`src/rtl/fxp_pkg.sv`:
```
// Shared definitions for the fixed-point arithmetic unit: opcodes and controller states.
package fxp_pkg;

    typedef enum logic [1:0] {
        FXP_ADD  = 2'b00,
        FXP_SUB  = 2'b01,
        FXP_MUL  = 2'b10,
        FXP_SQRT = 2'b11
    } fxp_op_e;

    typedef enum logic [2:0] {
        IDLE,
        ADDSUB,
        MUL_ACC,
        MUL_FIN,
        SQRT_IT,
        DONE
    } fxp_state_e;

endpackage

```
`src/rtl/fxp_arith_unit_if.sv`:
```
// Start/busy/done request bundle between the execute stage and the fixed-point unit.
interface fxp_arith_unit_if
    import fxp_pkg::*;
#(
    parameter int WIDTH = 32
);
    logic             start;
    fxp_op_e          operation;
    logic [WIDTH-1:0] operand_1;
    logic [WIDTH-1:0] operand_2;
    logic             busy;
    logic             done;
    logic [WIDTH-1:0] result;
    logic             overflow;
    logic             invalid;

    modport master (
        output start, operation, operand_1, operand_2,
        input  busy, done, result, overflow, invalid
    );

    modport slave (
        input  start, operation, operand_1, operand_2,
        output busy, done, result, overflow, invalid
    );
endinterface

```
`src/rtl/fxp_chunk_multiplier.sv`:
```
// Combinational unsigned chunk multiplier, time-shared across the MUL partial products.
module fxp_chunk_multiplier #(
    parameter int MUL_CHUNK = 16
) (
    input  logic [MUL_CHUNK-1:0]   a,
    input  logic [MUL_CHUNK-1:0]   b,
    output logic [2*MUL_CHUNK-1:0] product
);
    assign product = (2*MUL_CHUNK)'(a) * (2*MUL_CHUNK)'(b);
endmodule

```
`src/rtl/fxp_arith_unit.sv`:
```
// Signed fixed-point ADD/SUB/MUL/SQRT unit with a start/busy/done handshake.
// state   | meaning
// IDLE    | waiting for start
// ADDSUB  | saturating add/sub, one cycle
// MUL_ACC | one chunk partial product per cycle into the accumulator
// MUL_FIN | round, sign and saturate the product
// SQRT_IT | load radicand, then one root bit per cycle
// DONE    | done pulse; a new start is accepted here
module fxp_arith_unit
    import fxp_pkg::*;
#(
    parameter int WIDTH     = 32,
    parameter int FBITS     = 10,
    parameter int MUL_CHUNK = 16
) (
    input logic             clk,
    input logic             reset,
    fxp_arith_unit_if.slave bus
);
    localparam int N       = WIDTH / MUL_CHUNK;
    localparam int MUL_CYC = N * N;
    localparam int IT      = (WIDTH + FBITS + 1) / 2;
    localparam int RW      = 2 * IT;
    localparam int RMW     = IT + 2;
    localparam int AW      = 2 * WIDTH;
    localparam int CMAX    = (IT > MUL_CYC) ? IT : MUL_CYC;
    localparam int CW      = $clog2(CMAX + 1);
    localparam logic [WIDTH-1:0] MAX_POS = {1'b0, {(WIDTH-1){1'b1}}};
    localparam logic [WIDTH-1:0] MIN_NEG = {1'b1, {(WIDTH-1){1'b0}}};

    fxp_state_e       state, state_n;
    fxp_op_e          op_q;
    logic [WIDTH-1:0] a_q, b_q, result_q;
    logic             ovf_q, inv_q;
    logic [CW-1:0]    cnt;
    logic [AW-1:0]    acc;
    logic [RW-1:0]    rad;
    logic [RMW-1:0]   rem;
    logic [IT-1:0]    root;
    logic             busy_w, accept;

    assign busy_w       = state inside {ADDSUB, MUL_ACC, MUL_FIN, SQRT_IT};
    assign accept       = bus.start && !busy_w;
    assign bus.busy     = busy_w;
    assign bus.done     = (state == DONE);
    assign bus.result   = result_q;
    assign bus.overflow = ovf_q;
    assign bus.invalid  = inv_q;

    always_ff @(posedge clk or posedge reset) begin
        if (reset) state <= IDLE;
        else       state <= state_n;
    end

    always_comb begin
        state_n = state;
        case (state)
            IDLE, DONE: begin
                if (bus.start) begin
                    case (bus.operation)
                        FXP_ADD, FXP_SUB: state_n = ADDSUB;
                        FXP_MUL:          state_n = MUL_ACC;
                        default:          state_n = SQRT_IT;
                    endcase
                end else begin
                    state_n = IDLE;
                end
            end
            ADDSUB:  state_n = DONE;
            MUL_ACC: if (cnt == '0) state_n = MUL_FIN;
            MUL_FIN: state_n = DONE;
            SQRT_IT: if (cnt == '0) state_n = DONE;
            default: state_n = IDLE;
        endcase
    end

    // ADD/SUB at WIDTH+1 bits; a sign/carry disagreement means saturation.
    logic [WIDTH:0]   sum;
    logic [WIDTH-1:0] add_res;
    logic             add_ovf;

    always_comb begin
        if (op_q == FXP_SUB) sum = {a_q[WIDTH-1], a_q} - {b_q[WIDTH-1], b_q};
        else                 sum = {a_q[WIDTH-1], a_q} + {b_q[WIDTH-1], b_q};
        add_ovf = sum[WIDTH] ^ sum[WIDTH-1];
        add_res = add_ovf ? (sum[WIDTH] ? MIN_NEG : MAX_POS) : sum[WIDTH-1:0];
    end

    // Sign-magnitude multiply; the counter value selects the chunk pair.
    logic [WIDTH-1:0]       mag_a, mag_b, mul_res;
    logic [MUL_CHUNK-1:0]   chunk_a, chunk_b;
    logic [2*MUL_CHUNK-1:0] prod;
    logic [AW-1:0]          acc_n, m;
    logic                   mul_neg, mul_ovf;
    int unsigned            idx_a, idx_b;

    fxp_chunk_multiplier #(.MUL_CHUNK(MUL_CHUNK)) u_chunk_mul (
        .a       (chunk_a),
        .b       (chunk_b),
        .product (prod)
    );

    always_comb begin
        mag_a   = a_q[WIDTH-1] ? -a_q : a_q;
        mag_b   = b_q[WIDTH-1] ? -b_q : b_q;
        idx_a   = 32'(cnt) % N;
        idx_b   = 32'(cnt) / N;
        chunk_a = MUL_CHUNK'(mag_a >> (idx_a * MUL_CHUNK));
        chunk_b = MUL_CHUNK'(mag_b >> (idx_b * MUL_CHUNK));
        acc_n   = acc + (AW'(prod) << ((idx_a + idx_b) * MUL_CHUNK));
        m       = (acc + (AW'(1) << (FBITS - 1))) >> FBITS;
        mul_neg = a_q[WIDTH-1] ^ b_q[WIDTH-1];
        mul_ovf = 1'b0;
        mul_res = '0;
        if (m == '0) begin
            mul_res = '0;
        end else if (!mul_neg) begin
            if (m > AW'(MAX_POS)) begin mul_res = MAX_POS; mul_ovf = 1'b1; end
            else                        mul_res = WIDTH'(m);
        end else begin
            if (m > AW'(MIN_NEG)) begin mul_res = MIN_NEG; mul_ovf = 1'b1; end
            else                        mul_res = -(WIDTH'(m));
        end
    end

    // Restoring square root: two radicand bits in, one root bit out per cycle.
    logic [RMW-1:0] rem_t, trial, rem_n;
    logic [IT-1:0]  root_n;
    logic           ge;

    always_comb begin
        rem_t  = RMW'({rem, rad[RW-1:RW-2]});
        trial  = {root, 2'b01};
        ge     = (rem_t >= trial);
        rem_n  = ge ? (rem_t - trial) : rem_t;
        root_n = {root[IT-2:0], ge};
    end

    always_ff @(posedge clk or posedge reset) begin
        if (reset) begin
            op_q     <= FXP_ADD;
            a_q      <= '0;
            b_q      <= '0;
            cnt      <= '0;
            acc      <= '0;
            rad      <= '0;
            rem      <= '0;
            root     <= '0;
            result_q <= '0;
            ovf_q    <= 1'b0;
            inv_q    <= 1'b0;
        end else begin
            if (accept) begin
                op_q <= bus.operation;
                a_q  <= bus.operand_1;
                b_q  <= bus.operand_2;
                acc  <= '0;
                cnt  <= (bus.operation == FXP_MUL) ? CW'(MUL_CYC - 1) : CW'(IT);
            end
            case (state)
                ADDSUB: begin
                    result_q <= add_res;
                    ovf_q    <= add_ovf;
                    inv_q    <= 1'b0;
                end
                MUL_ACC: begin
                    acc <= acc_n;
                    cnt <= cnt - CW'(1);
                end
                MUL_FIN: begin
                    result_q <= mul_res;
                    ovf_q    <= mul_ovf;
                    inv_q    <= 1'b0;
                end
                SQRT_IT: begin
                    cnt <= cnt - CW'(1);
                    if (cnt == CW'(IT)) begin
                        rad  <= RW'({a_q, {FBITS{1'b0}}});
                        rem  <= '0;
                        root <= '0;
                    end else begin
                        rad  <= rad << 2;
                        rem  <= rem_n;
                        root <= root_n;
                    end
                    if (cnt == '0) begin
                        result_q <= a_q[WIDTH-1] ? '0 : WIDTH'(root_n);
                        ovf_q    <= 1'b0;
                        inv_q    <= a_q[WIDTH-1];
                    end
                end
                default: ;
            endcase
        end
    end
endmodule
```
`src/flat_wrapper.sv`:
```
// flat-port wrapper written by rule: the top's interface ports become plain ports
module fxp_arith_unit_flat import fxp_pkg::*;
#(
    parameter int WIDTH     = 32,
    parameter int FBITS     = 10,
    parameter int MUL_CHUNK = 16
)
  (clk, reset, bus_start, bus_operation, bus_operand_1, bus_operand_2, bus_busy, bus_done, bus_result, bus_overflow, bus_invalid);
  fxp_arith_unit_if #(.WIDTH(WIDTH)) bus_i ();
  input logic clk;
  input logic reset;
  input wire logic [$bits(bus_i.start)-1:0] bus_start;
  input wire logic [$bits(bus_i.operation)-1:0] bus_operation;
  input wire logic [$bits(bus_i.operand_1)-1:0] bus_operand_1;
  input wire logic [$bits(bus_i.operand_2)-1:0] bus_operand_2;
  output wire logic [$bits(bus_i.busy)-1:0] bus_busy;
  output wire logic [$bits(bus_i.done)-1:0] bus_done;
  output wire logic [$bits(bus_i.result)-1:0] bus_result;
  output wire logic [$bits(bus_i.overflow)-1:0] bus_overflow;
  output wire logic [$bits(bus_i.invalid)-1:0] bus_invalid;
  assign bus_i.start = bus_start;
  assign bus_i.operation = bus_operation;
  assign bus_i.operand_1 = bus_operand_1;
  assign bus_i.operand_2 = bus_operand_2;
  assign bus_busy = bus_i.busy;
  assign bus_done = bus_i.done;
  assign bus_result = bus_i.result;
  assign bus_overflow = bus_i.overflow;
  assign bus_invalid = bus_i.invalid;
  fxp_arith_unit #(.WIDTH(WIDTH), .FBITS(FBITS), .MUL_CHUNK(MUL_CHUNK)) u_core (.clk(clk), .reset(reset), .bus(bus_i));
endmodule
```
`config.mk`:
```
export PLATFORM = sky130hd
export DESIGN_NAME = fxp_arith_unit_flat
export DESIGN_NICKNAME = d
export VERILOG_FILES = /design/src/rtl/fxp_pkg.sv /design/src/rtl/fxp_arith_unit_if.sv /design/src/rtl/fxp_chunk_multiplier.sv /design/src/rtl/fxp_arith_unit.sv /design/src/flat_wrapper.sv
export SDC_FILE = /design/constraint.sdc
export NUM_CORES = 2
export LEC_CHECK = 0
export CAP_MARGIN = 20
export CORE_UTILIZATION = 60
export DETAILED_ROUTE_END_ITERATION = 10
export GPL_ROUTABILITY_DRIVEN = 0
export PLACE_DENSITY = 0.82
export SLEW_MARGIN = 15
export SYNTH_ARGS = -nofsm -noshare
export SYNTH_HDL_FRONTEND = slang
export SYNTH_SLANG_ARGS = --single-unit
```
`constraint.sdc`:
```
create_clock -name clk -period 32.6 [get_ports clk]
set_clock_uncertainty 0.05 [all_clocks]
set_input_delay 6.52 -clock clk [delete_from_list [all_inputs] [get_ports clk]]
set_output_delay 6.52 -clock clk [all_outputs]
set_load 0.03 [all_outputs]
```
* After elaboration in Yosys (flattened, before gate mapping)
Cells that the tools add are included.
** Storage, ports and cells
- Bits in latches :: 0
- Output and inout bits :: 36
- Word-level logic and storage cells :: 94
- Memories kept :: 0
- Flip-flop bits (word level) :: 256
- Bits in writable memories :: 0
- ROM bits :: 0
- Input bits :: 69
** Operators by class
- Mux-type cells :: 34
- Bitwise operators :: 2
- Shift-type cells :: 3
- $add $sub $neg :: 10
- Equality and inequality tests :: 11
- $lt $le $gt $ge :: 3
- Multipliers :: 1
- Reductions and logical operators :: 18
- Divide/modulo/power cells :: 0
** Operators by type and width (count)
- 32-bit 2-to-1 mux :: 9
- 64-bit 2-to-1 mux :: 2
- 32-bit negation :: 3
- 32-bit one-hot mux with 3 select lines :: 1
- 21-bit 2-to-1 mux :: 4
- 64-bit by 10-bit adder with 64-bit output (second input constant) :: 1
- 64-bit adder :: 1
- 64-bit logical NOT :: 1
- 32-bit by 32-bit << shifter with 64-bit output :: 1
- 54-bit by 31-bit > comparator with 1-bit output (second input constant) :: 1
- 54-bit by 32-bit > comparator with 1-bit output (second input constant) :: 1
- 42-bit 2-to-1 mux :: 1
- 32-bit by 32-bit adder with 33-bit output :: 1
- 33-bit 2-to-1 mux :: 1
- 32-bit by 32-bit subtractor with 33-bit output :: 1
- 16-bit by 16-bit multiplier with 32-bit output :: 1
- 32-bit by 5-bit >> shifter with 16-bit output :: 1
- 32-bit by 8-bit >> shifter with 16-bit output :: 1
- 23-bit >= comparator :: 1
- 21-bit subtractor :: 1
- 5-bit 2-to-1 mux :: 3
- 3-bit one-hot mux with 4 select lines :: 1
- 3-bit 2-to-1 mux :: 3
- 2-bit OR reduction :: 4
- 23 further kinds :: 37

* Longest topological paths before layout
- Word-level depth :: 7
- Gate-level depth with buffers :: 50

* By module
A second synthesis with hierarchy kept.
** Second synthesis, totals
- Cell total of the unflattened synthesis :: 3826
- Area total of the unflattened synthesis :: 30151.4 µm²
** Modules (own cells, without submodules)
- fxp_arith_unit :: seq. area each 6155.9 µm², area each 21573.2 µm², times used 1, cells an instance 2827
- fxp_chunk_multiplier :: seq. area each 0.0 µm², area each 8578.2 µm², times used 1, cells an instance 999

* Worst setup path before layout
OpenSTA, ideal clock, no wires.
- Kind :: flip-flop to flip-flop
- Start :: register u_core.b_q[18]
- End :: register u_core.acc[62]
- Data arrival time :: 11709 ps
- Setup time :: 133 ps
- Clock period less this slack :: 11892 ps
- Buffers on the path :: 2
- Path slack :: 20708 ps
- Stages on the path, launching flop included :: 44
- Required time :: 32417 ps
- Path through :: dfrtp_1 or3_1 nor4b_4 nand2_1 or3_1 or3_1 or3_1 a32o_1 a21oi_1 o311a_1 buf_2 nand2_1 fa_1 inv_1 fa_1 fa_1 fa_1 fa_1 [... 8 more ...] a311oi_1 o311a_1 or3_1 a31oi_1 nor2_1 ha_1 a21oi_1 o21bai_1 a221oi_1 o221ai_1 a221o_1 a221o_1 a21oi_1 o21ai_0 a31o_2 a31oi_1 xor2_1 o21ai_0
** Between the ends
- Cells in the longest elaborated chain, start to end :: 7
** RTL lines
- from (decl) :: RTL line fxp_arith_unit.sv:33 : logic [WIDTH-1:0] a_q, b_q, result_q;
- from (signal assigned) :: RTL line fxp_arith_unit.sv:156 : b_q <= bus.operand_2;
- 32-bit negation :: RTL line fxp_arith_unit.sv:105 : mag_b = b_q[WIDTH-1] ? -b_q : b_q;
- 32-bit 2-to-1 mux * :: RTL line fxp_arith_unit.sv:105
- 32-bit by 8-bit >> shifter with 16-bit output * :: RTL line fxp_arith_unit.sv:109 : chunk_b = MUL_CHUNK'(mag_b >> (idx_b * MUL_CHUNK));
- 16-bit by 16-bit multiplier with 32-bit output * :: RTL line fxp_chunk_multiplier.sv:9 : assign product = (2*MUL_CHUNK)'(a) * (2*MUL_CHUNK)'(b);
- 32-bit by 32-bit << shifter with 64-bit output * :: RTL line fxp_arith_unit.sv:110 : acc_n = acc + (AW'(prod) << ((idx_a + idx_b) * MUL_CHUNK));
- 64-bit adder * :: RTL line fxp_arith_unit.sv:110
- 64-bit 2-to-1 mux * :: RTL line fxp_arith_unit.sv:160 : case (state)
- to (signal assigned) :: RTL line fxp_arith_unit.sv:167 : acc <= acc_n;
- to (decl) :: RTL line fxp_arith_unit.sv:36 : logic [AW-1:0] acc;
Every way passes the cells marked *; elsewhere a longest branch is shown, timed or not.
A chain may end at the register's enable or synchronous reset.

* Final worst setup path
- Start :: register u_core.b_q[3]
- End :: register u_core.acc[62]
Same word-level chain as after synthesis.

==> results.json <==
{
  "clk_path_buf_depth": 3,
  "status": "completed",
  "p_leak_nw": 15.0,
  "grt_pass1_vias": 26403,
  "ir_worst_vdd_v": 0.0000763,
  "root_buffer": "clkbuf_16",
  "drive_gt1_share_pct": 4.23,
  "maxCapViolCount": 0,
  "critical_path_depth": 44,
  "setup_tns_ps": 0,
  "grt_max_degree": 121,
  "post_cts_buffers": 0,
  "vias_per_cell": 6.34,
  "ff2ff_setup_slack_ps": 19130,
  "critical_path.top_delay_family": "compound AO/OA/AOI/OAI gates",
  "insertion_delay_ps": 620,
  "ys_types": 98,
  "syn_nets": 4321,
  "worstMarginPinSlew_ps": 1090,
  "clock-sinks": 246,
  "cp_max_fo": 8,
  "drt_iter0_markers": 3735,
  "cp.arrival_ps": 13840,
  "critPathCapture": "u_core.acc[62]",
  "cellPowerDensity_nw_per_um2": 112,
  "drc": 0,
  "dp_hpwl_microns": 68800,
  "final_cell_mix": "nand2_1, nor2_1, inv_1",
  "fin_nets": 4307,
  "ys_seq_elements": 246,
  "synthCells": 3823,
  "antenna_found_initial": 1,
  "slowest_stage": "a311oi_2",
  "cp.required_ps": 32970,
  "wire_per_inst_microns": 20.0,
  "worstSetupStartpoint": "u_core.b_q[3]",
  "coreArea_sq_um": 49200,
  "async_flop_share_pct": 100,
  "numPortBuffers": 104,
  "start_util_pct": 61.0,
  "die_area_sq_um": 50900,
  "dr.pass1.iters": 9,
  "layout_commonest_cell": "nand2_1",
  "synth_ff_type": "dfrtp_1",
  "wirelength_microns": 90100,
  "rr_worst_depth": 44,
  "setup_slack_ps": 19130,
  "grt_usage_pct": 35.3,
  "fin_cells": 4495,
  "crit_buf_inv": 3,
  "placed_cells": 4439,
  "clk_pin_slew_ps": 60,
  "htree_levels": 1,
  "grt_pass1_wl_microns": 142000,
  "diodes": 0,
  "r2r-end": "u_core.acc[62]",
  "synth_warnings": 0,
  "synth_edf_count": 0,
  "die_h_microns": 226,
  "io_pins": 105,
  "max_slew_margin_pct": 27.2,
  "max_freq_ghz": 0.0743,
  "netlist_area_sq_um": 30000,
  "cts_tree": "yes",
  "slowest_delay_ps": 770,
  "die_x_microns": 226,
  "critPathLaunchType": "register",
  "period_minus_slack_ps": 13470,
  "critPathKind": "register to register",
  "area_growth_pct": 8.23,
  "rows": 81,
  "r2r-start": "u_core.b_q[3]",
  "holdBufCountCts": 0,
  "hold_class": "register to register",
  "holdPathStages": 2,
  "endpoint_kind": "register",
  "rsz0062_at_grt": "no",
  "cts_resized": 0,
  "hold_viol": 0,
  "fin_crit_sh_pct": 41.3,
  "numCtsBuffers": 30,
  "overflow": 0,
  "finalMaxSlewViolations": 0,
  "crit_top_cell": "fa_1",
  "syn_area_per_cell_sq_um": 7.84,
  "final_antenna_net_count": 0,
  "via_count": 28500,
  "yosysSeqAreaShare_pct": 20.5,
  "setup_violations": 0,
  "post-place-ws_ps": 19420
}
-- worst register-to-register path: cells and delay by family (launching register included) --
| family | cells | cell delay, ps |
|---|---|---|
| AO/OA/AOI/OAI | 19 | 4810 |
| XOR/XNOR | 2 | 280 |
| adder cells (fa/ha/maj) | 8 | 3890 |
| buffers and inverters | 3 | 150 |
| flip-flops | 1 | 460 |
| AND/OR/NAND/NOR | 12 | 3650 |
-- power breakdown --
| part | leakage (nW) | switching, W | internal (W) |
|---|---|---|---|
| sequential | 3.09 | 0.000154 | 0.000420 |
| clock | 0.484 | 0.000148 | 0.000193 |
| combinational | 11.4 | 0.00177 | 0.000945 |
-- through the flow --
step	hold WS, ps	cell area (sq um)	utilization (%)	power (W)
after global routing	479	32400	66.0	0.00387
final	435	32400	66.0	0.00363
after global placement	427	31500	64.0	0.00314
after CTS	439	32400	66.0	0.00355
after floorplan	404	30000	-	0.00243
after detailed placement	425	31500	64.0	0.00319
-- sequential cells by signal (all words and copies together), names as in the netlist --
signal               cells
u_core.b_q              32
u_core.cnt               5
u_core.op_q              2
u_core.bus.invalid       1
u_core.state             3
u_core.rem              21
u_core.bus.overflow      1
u_core.bus.result       32
u_core.rad              32
u_core.acc              64
u_core.a_q              32
u_core.root             21
-- Yosys cell counts, types with 35 or more instances --
cell        n  area, sq um
xnor2_1   150         1310
dfrtp_1   246         6160
nor2_1    347         1300
o21ai_0   221         1110
fa_1      196         3920
xor2_1    117         1020
nor3_1     54          270
nand4_1    39          244
nor2b_1    69          432
nand2_1   615         2310
a21oi_1   168          841
a31oi_1    79          494
a21o_1     66          495
nand3_1   126          631
ha_1      233         2920
clkbuf_1  148          556
nand2b_1   35          219
and2_1     46          288
inv_1     327         1230
-- routing by layer --
layer / part of all wire, % / GRT usage, % / vias up
met5: 0.010 / 0 / -
met1: 39 / 46.7 / 13582
met2: 44 / 54.7 / 1586
li1: - / - / 13019
met4: 6.2 / 19.0 / 2
met3: 10 / 6.35 / 311
-- final cells by class --
type                    count  area [sq um]
multi-input cells        3056         21900
fillers                  4019         16700
flip-flops and latches    246          6160
repair buffers            147          1360
inverters                 328          1240
clock buffers              43           870
well taps                 664           831
clock inverters            11           111
-- kinds of logic (layout without fill, tap and decap cells) --
family                     after synthesis  after routing  share of synthesized area [%]
AOI/OAI and AO/OA                      844            844                           18.2
muxes                                   26             26                          0.881
xor gates and xnor gates               268            268                           7.89
buffers and inverters                  521            529                           6.79
DFF                                    246            246                           20.5
adders and majority gates              429            429                           22.8
and+or+nand+nor                       1489           1489                           22.9
-- how the worst min path moves through the flow --
stage                         startpoint             end  slack, ps
after floorplan           u_core.rem[20]  u_core.rem[20]        400
after CTS                 u_core.rem[20]  u_core.rem[20]        440
after detailed placement  u_core.rem[20]  u_core.rem[20]        430
after global placement    u_core.rem[20]  u_core.rem[20]        430
after global routing      u_core.rad[10]  u_core.rad[10]        480
final                     u_core.rem[20]  u_core.rem[20]        440
No activity file was read; power rests on OpenSTA's default activity.
